## config.mk

```make
export PLATFORM = sky130hd
export DESIGN_NAME = mem_stage
export DESIGN_NICKNAME = d
export VERILOG_FILES = /design/src/rtl/mem_stage.sv
export SDC_FILE = /design/constraint.sdc
export NUM_CORES = 1
export LEC_CHECK = 0
export ABC_AREA = 1
export CORE_ASPECT_RATIO = 1.25
export CORE_UTILIZATION = 48
export CTS_BUF_LIST = sky130_fd_sc_hd__clkbuf_8
export DETAILED_ROUTE_END_ITERATION = 6
export GPL_ROUTABILITY_DRIVEN = 0
export PLACE_DENSITY = 0.93
export SLEW_MARGIN = 20
export SYNTH_ARGS = -nofsm -noshare
export SYNTH_HDL_FRONTEND = slang
export SYNTH_SLANG_ARGS = --single-unit
```

## constraint.sdc

```tcl
create_clock -name CLK -period 14.9 [get_ports CLK]
set_input_delay 2.235 -clock CLK [delete_from_list [all_inputs] [get_ports CLK]]
set_output_delay 2.235 -clock CLK [all_outputs]
set_load 0.01 [all_outputs]
```

## src/rtl/mem_stage.sv

```systemverilog
// ---------------------------------------------------------------------------
// mem_stage
//
// Memory-access stage of the scalar pipeline. It sits behind the EX/MEM
// register, performs loads and stores over a variable-latency req/ack data
// memory port, stalls the upstream pipeline while an access is outstanding,
// and holds the MEM/WB pipeline register that feeds writeback.
//
// All state updates happen on the falling edge of CLK. CLR is asynchronous
// and active-high and clears every register, including the W bundle and the
// memory port latches.
//
// Ports
//   CLK, CLR                 clock (falling edge) / async reset
//   REG_WRITE_M              M-stage register-write enable
//   MEM_TO_REG_M             M-stage load select
//   MEM_WRITE_M              M-stage store select (wins over MEM_TO_REG_M)
//   ALU_OUT_M                address for memory ops, result for ALU ops
//   WRITE_DATA_M             store data
//   WRITE_REG_M              destination register
//   MEM_REQ/MEM_WE           registered request / store flag
//   MEM_ADDR/MEM_WDATA       latched address / store data, valid with MEM_REQ
//   MEM_ACK/MEM_RDATA        completion strobe / load data (ACCESS only)
//   STALL_M                  freeze F/D/E and the EX/MEM register
//   REG_WRITE_W, MEM_TO_REG_W, ALU_OUT_W, READ_DATA_W, WRITE_REG_W
//                            W-stage bundle
//   ERR                      sticky access-timeout flag
// ---------------------------------------------------------------------------
module mem_stage #(
    parameter int WIDTH   = 32,
    parameter int REG_W   = 5,
    parameter int TIMEOUT = 16
) (
    input  logic             CLK,
    input  logic             CLR,
    input  logic             REG_WRITE_M,
    input  logic             MEM_TO_REG_M,
    input  logic             MEM_WRITE_M,
    input  logic [WIDTH-1:0] ALU_OUT_M,
    input  logic [WIDTH-1:0] WRITE_DATA_M,
    input  logic [REG_W-1:0] WRITE_REG_M,
    output logic             MEM_REQ,
    output logic             MEM_WE,
    output logic [WIDTH-1:0] MEM_ADDR,
    output logic [WIDTH-1:0] MEM_WDATA,
    input  logic             MEM_ACK,
    input  logic [WIDTH-1:0] MEM_RDATA,
    output logic             STALL_M,
    output logic             REG_WRITE_W,
    output logic             MEM_TO_REG_W,
    output logic [WIDTH-1:0] ALU_OUT_W,
    output logic [WIDTH-1:0] READ_DATA_W,
    output logic [REG_W-1:0] WRITE_REG_W,
    output logic             ERR
);

    // The counter only has to reach TIMEOUT-1.
    localparam int CNT_W = (TIMEOUT > 1) ? $clog2(TIMEOUT) : 1;
    localparam logic [CNT_W-1:0] CNT_LAST = CNT_W'(TIMEOUT - 1);

    typedef enum logic [1:0] {
        S_IDLE   = 2'd0,
        S_ACCESS = 2'd1,
        S_DONE   = 2'd2
    } state_t;

    state_t           state;
    state_t           state_n;

    logic [CNT_W-1:0] cnt;
    logic             aborted_p1;   // current op ended by timeout
    logic [WIDTH-1:0] rdata_p1;     // load data captured on ack

    logic             mem_op;
    logic             start_op;     // IDLE edge that launches a request
    logic             ack_take;     // ACCESS edge with ack present
    logic             tmo_hit;      // ACCESS edge that gives up
    logic             w_capture;    // W register takes the M bundle
    logic             w_abort;      // W capture of an aborted op

    // -----------------------------------------------------------------
    // State register
    // -----------------------------------------------------------------
    always_ff @(negedge CLK or posedge CLR) begin
        if (CLR) begin
            state <= S_IDLE;
        end else begin
            state <= state_n;
        end
    end

    // Next state and per-edge decisions. MEM_ACK only matters in ACCESS,
    // and an ack on the last permitted edge still counts as success.
    always_comb begin
        state_n   = state;
        mem_op    = MEM_TO_REG_M | MEM_WRITE_M;
        start_op  = 1'b0;
        ack_take  = 1'b0;
        tmo_hit   = 1'b0;
        w_capture = 1'b0;
        w_abort   = 1'b0;
        STALL_M   = 1'b0;

        case (state)
            S_IDLE: begin
                if (mem_op) begin
                    start_op = 1'b1;
                    state_n  = S_ACCESS;
                end else begin
                    w_capture = 1'b1;
                end
            end
            S_ACCESS: begin
                if (MEM_ACK) begin
                    ack_take = 1'b1;
                    state_n  = S_DONE;
                end else if (cnt == CNT_LAST) begin
                    tmo_hit = 1'b1;
                    state_n = S_DONE;
                end
            end
            S_DONE: begin
                w_capture = 1'b1;
                w_abort   = aborted_p1;
                state_n   = S_IDLE;
            end
            default: begin
                state_n = S_IDLE;
            end
        endcase

        // Released in DONE so the next instruction moves up on the same
        // edge that the W register takes the finished one.
        STALL_M = mem_op & (state != S_DONE);
    end

    // -----------------------------------------------------------------
    // Memory port, timeout counter and captured load data
    // -----------------------------------------------------------------
    always_ff @(negedge CLK or posedge CLR) begin
        if (CLR) begin
            MEM_REQ    <= 1'b0;
            MEM_WE     <= 1'b0;
            MEM_ADDR   <= '0;
            MEM_WDATA  <= '0;
            cnt        <= '0;
            aborted_p1 <= 1'b0;
            rdata_p1   <= '0;
            ERR        <= 1'b0;
        end else begin
            if (start_op) begin
                MEM_REQ    <= 1'b1;
                MEM_WE     <= MEM_WRITE_M;
                MEM_ADDR   <= ALU_OUT_M;
                MEM_WDATA  <= WRITE_DATA_M;
                cnt        <= '0;
                aborted_p1 <= 1'b0;
                rdata_p1   <= '0;
            end else if (ack_take) begin
                MEM_REQ  <= 1'b0;
                // Stores (including load+store, where the store wins)
                // never return data.
                rdata_p1 <= MEM_WE ? '0 : MEM_RDATA;
            end else if (tmo_hit) begin
                MEM_REQ    <= 1'b0;
                aborted_p1 <= 1'b1;
                ERR        <= 1'b1;
            end else if (state == S_ACCESS) begin
                cnt <= cnt + CNT_W'(1);
            end
        end
    end

    // -----------------------------------------------------------------
    // MEM/WB pipeline register
    // -----------------------------------------------------------------
    always_ff @(negedge CLK or posedge CLR) begin
        if (CLR) begin
            REG_WRITE_W  <= 1'b0;
            MEM_TO_REG_W <= 1'b0;
            ALU_OUT_W    <= '0;
            READ_DATA_W  <= '0;
            WRITE_REG_W  <= '0;
        end else if (w_capture) begin
            REG_WRITE_W  <= REG_WRITE_M & ~w_abort;
            MEM_TO_REG_W <= MEM_TO_REG_M;
            ALU_OUT_W    <= ALU_OUT_M;
            WRITE_REG_W  <= WRITE_REG_M;
            // Only a completed access in DONE carries read data.
            READ_DATA_W  <= ((state == S_DONE) && !aborted_p1) ? rdata_p1 : '0;
        end else begin
            // Bubble while an access launches or is outstanding.
            REG_WRITE_W  <= 1'b0;
            MEM_TO_REG_W <= 1'b0;
            ALU_OUT_W    <= '0;
            READ_DATA_W  <= '0;
            WRITE_REG_W  <= '0;
        end
    end

endmodule

```

After elaboration in Yosys (flattened, before gate mapping)
Index checks and enable logic that the tools add are counted.
{ "classes": {"n_addsub": 1, "n_mul": 0, "n_div": 0, "n_lt_le_gt_ge": 0, "n_eq_ne": 8, "shift": 0, "muxes": 33, "bitwise": 6, "reduce_logical": 11} }
{ "ops": {"columns": ["operator", "n"], "rows": [
  ["32-bit 2-to-1 mux", 6],
  ["1-bit 2-to-1 mux", 17],
  ["4-bit 2-to-1 mux", 4],
  ["2-bit inequality test (second input constant)", 4],
  ["2-bit 2-to-1 mux", 3],
  ["3-bit AND reduction", 2],
  ["2-bit nonzero test", 3],
  ["5-bit 2-to-1 mux", 1],
  ["4-bit by 1-bit adder with 4-bit output (second input constant)", 1],
  ["4-bit == test (second input constant)", 1],
  ["2-bit case mux with 2 select lines", 1],
  ["2-bit AND reduction", 2],
  ["3-bit inequality test (second input constant)", 1],
  ["1-bit inverter", 3],
  ["3-bit nonzero test", 1],
  ["1-bit AND", 2],
  ["2-bit by 1-bit == test with 1-bit output (second input constant)", 1],
  ["2-bit == test (second input constant)", 1],
  ["2-bit zero test", 1],
  ["1-bit case mux with 2 select lines", 1],
  ["1-bit logical AND", 1],
  ["1-bit zero test", 1],
  ["1-bit OR", 1]
]} }
{ "word_totals": {"reg_bits": 177, "latchBits": 0, "ramBits": 0, "rom_bits": 0, "in_bits": 107, "wordCells": 73, "memories": 0} }

Depth between registers and ports, before layout
Gate-level depths: netlist of run 1.
{ "depth": {"ltp_word": 7, "ltp_mapped": 7, "depth_no_buf": 6} }

==> results of run 1 <==
worst max-delay path, stage by stage:
cell and delay, ns:
clkdlybuf4s50_1 0.48, o21ai_4 0.75, buf_4 0.63, o21ai_0 0.18
cells by family after synthesis:
logic type	after synthesis	synth area share, %
compound gates	69	5.651
xor+xnor	1	0.1388
fa+ha+maj	1	0.1983
buf+inv	106	7.158
flops	177	70.20
simple gates	269	16.66
sequential cells by signal (all words and copies together), names as in the netlist:
register      flops
MEM_ADDR         32
ERR               1
MEM_WE            1
MEM_TO_REG_W      1
WRITE_REG_W       5
MEM_WDATA        32
ALU_OUT_W        32
READ_DATA_W      32
MEM_REQ           1
aborted_p1        1
rdata_p1         32
REG_WRITE_W       1
state             2
cnt               4
synthesized netlist by cell type, drive strengths merged:
master  number
ha           1
buf         23
nand4        2
inv         79
nand2      177
clkbuf       4
a21oi        1
o21ai       68
nor2        79
dfrtn      177
nand3       11
xor2         1
power by group through the flow:
stage	registers (mW)	clock network (mW)	logic, mW
5_1_grt	0.731	0.371	0.647
3_5_place_dp	0.720	0	0.595
4_1_cts	0.715	0.349	0.597
6_report	0.716	0.341	0.590
3_3_place_gp	0.714	0	0.575
2_1_floorplan	0.767	0	0.232
per-stage QoR:
stage | hold slack, ns | instance area [sq um] | util, %
after CTS | 0.4193 | 9270 | 72.55
after floorplan | 0.4178 | 6310 | -
after detailed placement | 0.4169 | 8856 | 69.31
after global routing | 0.4435 | 9273 | 72.57
final | 0.4098 | 9273 | 72.57
after global placement | 0.4105 | 8856 | 69.31
routing by layer:
layer  vias up  share of wire, %
met5         -                 0
met4         0               2.3
met3        23               5.4
met2       186                51
met1      2319                41
li1       2350                 -
area by class of cell:
class | count | area (sq um)
Timing Repair Buffer | 248 | 2475
Clock buffer | 20 | 275.3
Multi-Input combinational cell | 340 | 1443
Fill cell | 904 | 3505
Tap cell | 168 | 210.2
Clock inverter | 11 | 138.9
Sequential cell | 177 | 4429
Inverter | 79 | 301.5
path summary, 6_finish.rpt:
| check | from | end | depth (start not counted) |
|---|---|---|---|
| min in group asynchronous | CLR | READ_DATA_W[30]$_DFF_NP0_ | 2 |
| worst max-delay path | MEM_WRITE_M | MEM_ADDR[30]$_DFFE_NP0P_ | 4 |
| worst min-delay path | ERR$_DFFE_NP0P_ | ERR$_DFFE_NP0P_ | 2 |
| max in group asynchronous | CLR | MEM_ADDR[12]$_DFFE_NP0P_ | 3 |
| worst min register to register | ERR$_DFFE_NP0P_ | ERR$_DFFE_NP0P_ | 2 |
| worst max register to register | state[1]$_DFFE_NP0P_ | MEM_ADDR[30]$_DFFE_NP0P_ | 4 |
==> impl_metrics.toml, run 1 <==
[grt]
grt_pass1_wl_um = 23650
antenna_found_initial = 0
grt.total_usage_pct = 22.76
grt_use_met1_pct = 28.35
grt_busiest_layer = "met2"
grt.met2_usage_pct = 38.14
overflow = 0
use_met3_pct = 5.495
grt_pass1_vias = 4743
grt_max_degree = 72

[synthesis]
ys_top_cells_by_area = "dfrtn_1 (70%), nand2_1 (10%), inv_1 (4.6%), o21ai_0 (4.6%), nor2_1 (4.5%)"
synth_top_area_share_pct = 70.20
synth_area_sq_um = 6310
ys_ff_latch = 177
synth_top_cell_by_area = "dfrtn_1"
syn_nets = 731
ys_types = 20
netlist_instances = 623
yosys_warnings = 0
yosysSeqAreaShare_pct = 70.20
syn_avg_cell_area_sq_um = 10.13

[final_layout]
final_common_cell = "clkdlybuf4s50_1"
area_growth_pct = 46.96
antenna_cells = 0
layout-drive-gt1-share_pct = 4.686
nets = 971
final_cell_mix = "clkdlybuf4s50_1 (245), dfrtn_1 (177), nand2_1 (174)"
fin_cells = 1043

[status]
status = "finished, final reports clean"

[hold_path]
hold_class = "register to register"

[timing]
finalWorstSetupSlack_ns = 3.336
timing.final.hold_violations = 0
worstMarginPinSlew_ns = 1.038
slew_violations = 0
clock_skew_ns = 0.009045
max_slew_margin_pct = 30.53
finalSetupViolations = 0
rsz0062_at_grt = "false"
totalNegativeSetupSlack_ns = 0

[clock_network]
cts.sinks = 177
clk-insertion-delay-late_ns = 0.39
cts_made_buffers = 17
cts_tree = "built"
post_cts_buffers = 0
cts_root_buf = "clkbuf_8"
clkSlewWorstSetupHoldPaths_ns = 0.06
ctsResizeCount = 0
h-tree-depth = 4
cts_hold_buf = 0
clk_path_buf_depth = 2

[setup_path]
rrSetupSlack_ns = 12.85
critPathRequiredTime_ns = 7.65
arrival_ns = 4.32
crit_fanout = 71
start_kind = "primary input"
criticalPathCategory = "primary input to register"
end_kind = "register"

[flow_run]
cap_violations = 0

[routing]
first_pass_iters = 4
vias = 4878
routed_via_density = 4.677
drtIter0Drc = 196
detail-route-antenna-nets = 0
wl_um = 15060
wl_per_cell_um = 14.44
drc_errors = 0

[die]
die_h_um = 130.2
die_w_um = 104.6
row_count = 46
start_util_pct = 49.38
pin_count = 246
core-area_sq_um = 12780
dieArea_sq_um = 13610

[power]
internal-power_mw = 1.101
p_clk_share_pct = 20.7
pwr-share-seq_pct = 43.5
report.power.total_mw = 1.647
power_density_nw_per_um2 = 177.6
vdd_ir_drop_max_mv = 0.1272
swShare_pct = 33.12
p_comb_share_pct = 35.8
leakagePower_nw = 4.451
power_switching_uw = 545.5

[place]
detailed_place_hpwl_um = 10540
pre_cts_ws_ns = 2.925
dpl.cell_count = 1012
portBuffers = 245
Power figures use the tool's default switching activity.
==> run 2: changes to the inputs <==
Settings changed: CORE_UTILIZATION 48 to 41, PLACE_DENSITY 0.93 to 0.85.
Clock period 14.9 ns to 9.65 ns, I/O delays scaled along.
==> run 2 against run 1 <==
Compared with the run above: cell count up 1.4%; global-route usage shrank 2.6 points; critical path depth rose by 1; critical path type is now register to primary output; register-to-register slack got worse by 5.1 ns; critical endpoint is now STALL_M; core utilization decreased by 11 points; clock power increased by 43%; via count is 0.14% lower; hold slack better by 0.0099 ns; flip-flop and latch count unchanged; clock-buffer cell count did not move; clock skew down 0.0020 ns; sequential power rose by 54%.
==> impl_metrics.toml, run 2 (same netlist as run 1, synthesis figures left out) <==
[status]
status = "finished, final reports clean"

[clock_network]
clk-insertion-delay-late_ns = 0.39
h-tree-depth = 4
cts_root_buf = "clkbuf_8"
cts_tree = "built"
ctsResizeCount = 0
cts_hold_buf = 0
cts.sinks = 177
post_cts_buffers = 0
clkSlewWorstSetupHoldPaths_ns = 0.06
clk_path_buf_depth = 2
cts_made_buffers = 17

[final_layout]
layout-drive-gt1-share_pct = 5.023
final_cell_mix = "clkdlybuf4s50_1 (245), dfrtn_1 (177), nand2_1 (174)"
antenna_cells = 0
final_util_pct = 61.75
nets = 971
fin_area_sq_um = 9271
final_common_cell = "clkdlybuf4s50_1"
fin_cells = 1058
area_growth_pct = 46.94

[setup_path]
arrival_ns = 6.64
critPathRequiredTime_ns = 8.20
r2r_end = "rdata_p1[28]$_DFFE_NP0P_"
critPathMaxStageDelay_ns = 0.56
critPathTopFamily = "buffers and inverters"
path_cells = "inv_1 -> nand2_1 -> inv_1 -> nor2_1 -> clkdlybuf4s50_1"
criticalPathCategory = "register to primary output"
worstReg2RegStart = "state[1]$_DFFE_NP0P_"
crit_start = "state[0]$_DFFE_NP0P_"
critPathBufInv = 3
slowest_stage = "clkdlybuf4s50_1"
crit_fanout = 3
crit_top_cell = "inv_1"
rrSetupSlack_ns = 7.80
reg2regPathDepth = 5
end_kind = "primary output"
start_kind = "register"

[power]
report.power.total_mw = 2.507
vdd_ir_drop_max_mv = 0.2874
power_density_nw_per_um2 = 270.4
leakagePower_nw = 4.442

[grt]
antenna_found_initial = 0
grt.total_usage_pct = 20.11
overflow = 0
grt_pass1_vias = 5000
grt_pass1_wl_um = 24540
grt_max_degree = 178

[place]
portBuffers = 245
pre_cts_ws_ns = 1.513
detailed_place_hpwl_um = 10510
place_area_sq_um = 8887
dpl.cell_count = 1026

[routing]
first_pass_iters = 4
routed_via_density = 4.604
wl_per_cell_um = 14.35
vias = 4871
wl_um = 15180
drtIter0Drc = 317
drc_errors = 0
detail-route-antenna-nets = 0

[die]
row_count = 50
start_util_pct = 42.03
core-area_sq_um = 15010
die_h_um = 140.7
pin_count = 246
die_w_um = 113.0
dieArea_sq_um = 15890

[hold_path]
holdCritStartpoint = "ERR$_DFFE_NP0P_"
hold_class = "register to register"
whs_endpoint = "ERR$_DFFE_NP0P_"
whs_path_depth = 2

[timing]
rsz0062_at_grt = "false"
timing.final.hold_violations = 0
slew_violations = 0
whs_ns = 0.4197
finalSetupViolations = 0
worstMarginPinSlew_ns = 1.050
max_slew_margin_pct = 29.70
finalWorstSetupSlack_ns = 1.563
totalNegativeSetupSlack_ns = 0
clock_skew_ns = 0.007028

[flow_run]
cap_violations = 0
==> run 2: metal layers <==
metal	GRT usage, %	up-vias	routed length [um]
met3	6.234	28	910
met2	34.37	174	7831
met1	23.29	2321	6004
li1	-	2348	-
met5	0	-	0
met4	8.795	0	434
==> run 2: worst max-delay path by stage <==
stage                     slack, ns                       to  depth (start not counted)
after floorplan                1.23   ALU_OUT_W[0]$_DFF_NP0_                          1
after CTS                      1.53                  STALL_M                          5
after global placement         1.60    REG_WRITE_W$_DFF_NP0_                          4
after global routing           1.42                  STALL_M                          5
after detailed placement       1.51  ALU_OUT_W[17]$_DFF_NP0_                          4
final                          1.56                  STALL_M                          5
==> run 2: worst min-delay path, stage by stage, from the launching register on <==
cell     delay [ns]
dfrtn_1        0.40
inv_1          0.04
nand2_1        0.06
==> run 2: layout make-up <==
type                    count  area [sq um]
fillers                  1209          5743
flip-flops and latches    177          4429
repair buffers            248          2487
multi-input cells         340          1443
inverters                  79         300.3
clock buffers              20         275.3
well taps                 182         227.7
clock inverters            12         108.9
==> run 2: power breakdown <==
group	leakage (nW)	total [mW]	internal (mW)	switching [mW]
logic	1.92	0.918	0.439	0.479
registers	2.32	1.10	0.990	0.112
clock network	0.206	0.487	0.226	0.261
==> run 3: changes to the inputs <==
Settings changed: CORE_UTILIZATION 41 to 45, PLACE_DENSITY 0.85 to 0.88.
Clock period 9.65 ns to 8.1 ns, I/O delays scaled along.
==> run 3 against run 2 <==
Compared with the run above: worst setup slack worse by 0.63 ns; clock-buffer cell count down 3; core utilization up 6.0 points; via count up 0.60%; sequential share of layout area down 0.26 points; flip-flop and latch count unchanged; combinational power up 20%; clock power up 27%; critical endpoint unchanged.
==> impl_metrics.toml, run 3 (same netlist as run 1, synthesis figures left out) <==
[setup_path]
end_kind = "primary output"
start_kind = "register"
arrival_ns = 5.95
crit_fanout = 3
criticalPathCategory = "register to primary output"
critPathRequiredTime_ns = 6.88
reg2regPathDepth = 5

[place]
detailed_place_hpwl_um = 10790
dpl.cell_count = 1021
pre_cts_ws_ns = 1.125
portBuffers = 245
place_area_sq_um = 8919

[hold_path]
hold_class = "register to register"
whs_path_depth = 2

[final_layout]
nets = 973
final_common_cell = "clkdlybuf4s50_1"
fin_cells = 1053
fin_area_sq_um = 9323
layout-drive-gt1-share_pct = 5.239
area_growth_pct = 47.75
final_cell_mix = "clkdlybuf4s50_1 (245), dfrtn_1 (177), nand2_1 (174)"
final_util_pct = 67.79
antenna_cells = 0

[clock_network]
clk_path_buf_depth = 2
clkSlewWorstSetupHoldPaths_ns = 0.06
cts_made_buffers = 17
cts_root_buf = "clkbuf_8"
h-tree-depth = 4
post_cts_buffers = 0
cts.sinks = 177
cts_tree = "built"
cts_hold_buf = 0
clk-insertion-delay-late_ns = 0.39
ctsResizeCount = 0

[grt]
grt_max_degree = 98
overflow = 0
grt_pass1_wl_um = 24360
antenna_found_initial = 0
grt_pass1_vias = 4875
grt.total_usage_pct = 22.20

[die]
row_count = 48
pin_count = 246
start_util_pct = 45.88
die_h_um = 134.4
dieArea_sq_um = 14500
core-area_sq_um = 13750
die_w_um = 107.9

[power]
power_density_nw_per_um2 = 325.0
leakagePower_nw = 4.460
vdd_ir_drop_max_mv = 0.1882
report.power.total_mw = 3.030

[routing]
vias = 4900
wl_per_cell_um = 14.58
drc_errors = 0
routed_via_density = 4.653
detail-route-antenna-nets = 0
first_pass_iters = 4
drtIter0Drc = 293
wl_um = 15360

[timing]
worstMarginPinSlew_ns = 0.7350
clock_skew_ns = 0.01188
finalSetupViolations = 0
whs_ns = 0.4077
totalNegativeSetupSlack_ns = 0
slew_violations = 0
finalWorstSetupSlack_ns = 0.9337
rsz0062_at_grt = "false"
max_slew_margin_pct = 50.88
timing.final.hold_violations = 0

[flow_run]
cap_violations = 0

[status]
status = "finished, final reports clean"
==> run 3: final timing paths <==
check | slack [ns] | endpoint | from
max | 0.93 | STALL_M | state[0]$_DFFE_NP0P_
min | 0.41 | ERR$_DFFE_NP0P_ | ERR$_DFFE_NP0P_
max reg2reg | 6.41 | rdata_p1[31]$_DFFE_NP0P_ | state[0]$_DFFE_NP0P_
min reg2reg | 0.41 | ERR$_DFFE_NP0P_ | ERR$_DFFE_NP0P_
max in group asynchronous | 2.38 | MEM_WDATA[30]$_DFFE_NP0P_ | CLR
min in group asynchronous | 5.27 | WRITE_REG_W[2]$_DFF_NP0_ | CLR
==> run 3: final cells by class <==
type                            count  area (sq um)
Sequential cell                   177          4429
Timing Repair Buffer              250          2527
Fill cell                        1053          4431
Multi-Input combinational cell    340          1443
Tap cell                          175         219.0
Clock inverter                     15         170.2
Inverter                           79         300.3
Clock buffer                       17         234.0
==> run 3: power by group <==
part / internal, mW / switching (mW) / total (mW)
combinational: 0.529 / 0.570 / 1.10
sequential: 1.18 / 0.133 / 1.31
clock: 0.284 / 0.333 / 0.617
total: 1.99 / 1.04 / 3.03
==> run 3: critical path: stages, from the launching register on <==
cell and delay (ns):
dfrtn_1 0.46, inv_1 0.14, nand2_1 0.13, inv_1 0.10, nor2_1 0.12, clkdlybuf4s50_1 0.55
==> run 3: metal layers <==
| metal | track usage [%] | vias up | wire length, um |
|---|---|---|---|
| li1 | - | 2359 | - |
| met1 | 27.50 | 2324 | 6137 |
| met2 | 35.22 | 178 | 7712 |
| met5 | 0 | - | 0 |
| met4 | 11.49 | 0 | 528 |
| met3 | 6.414 | 39 | 977 |
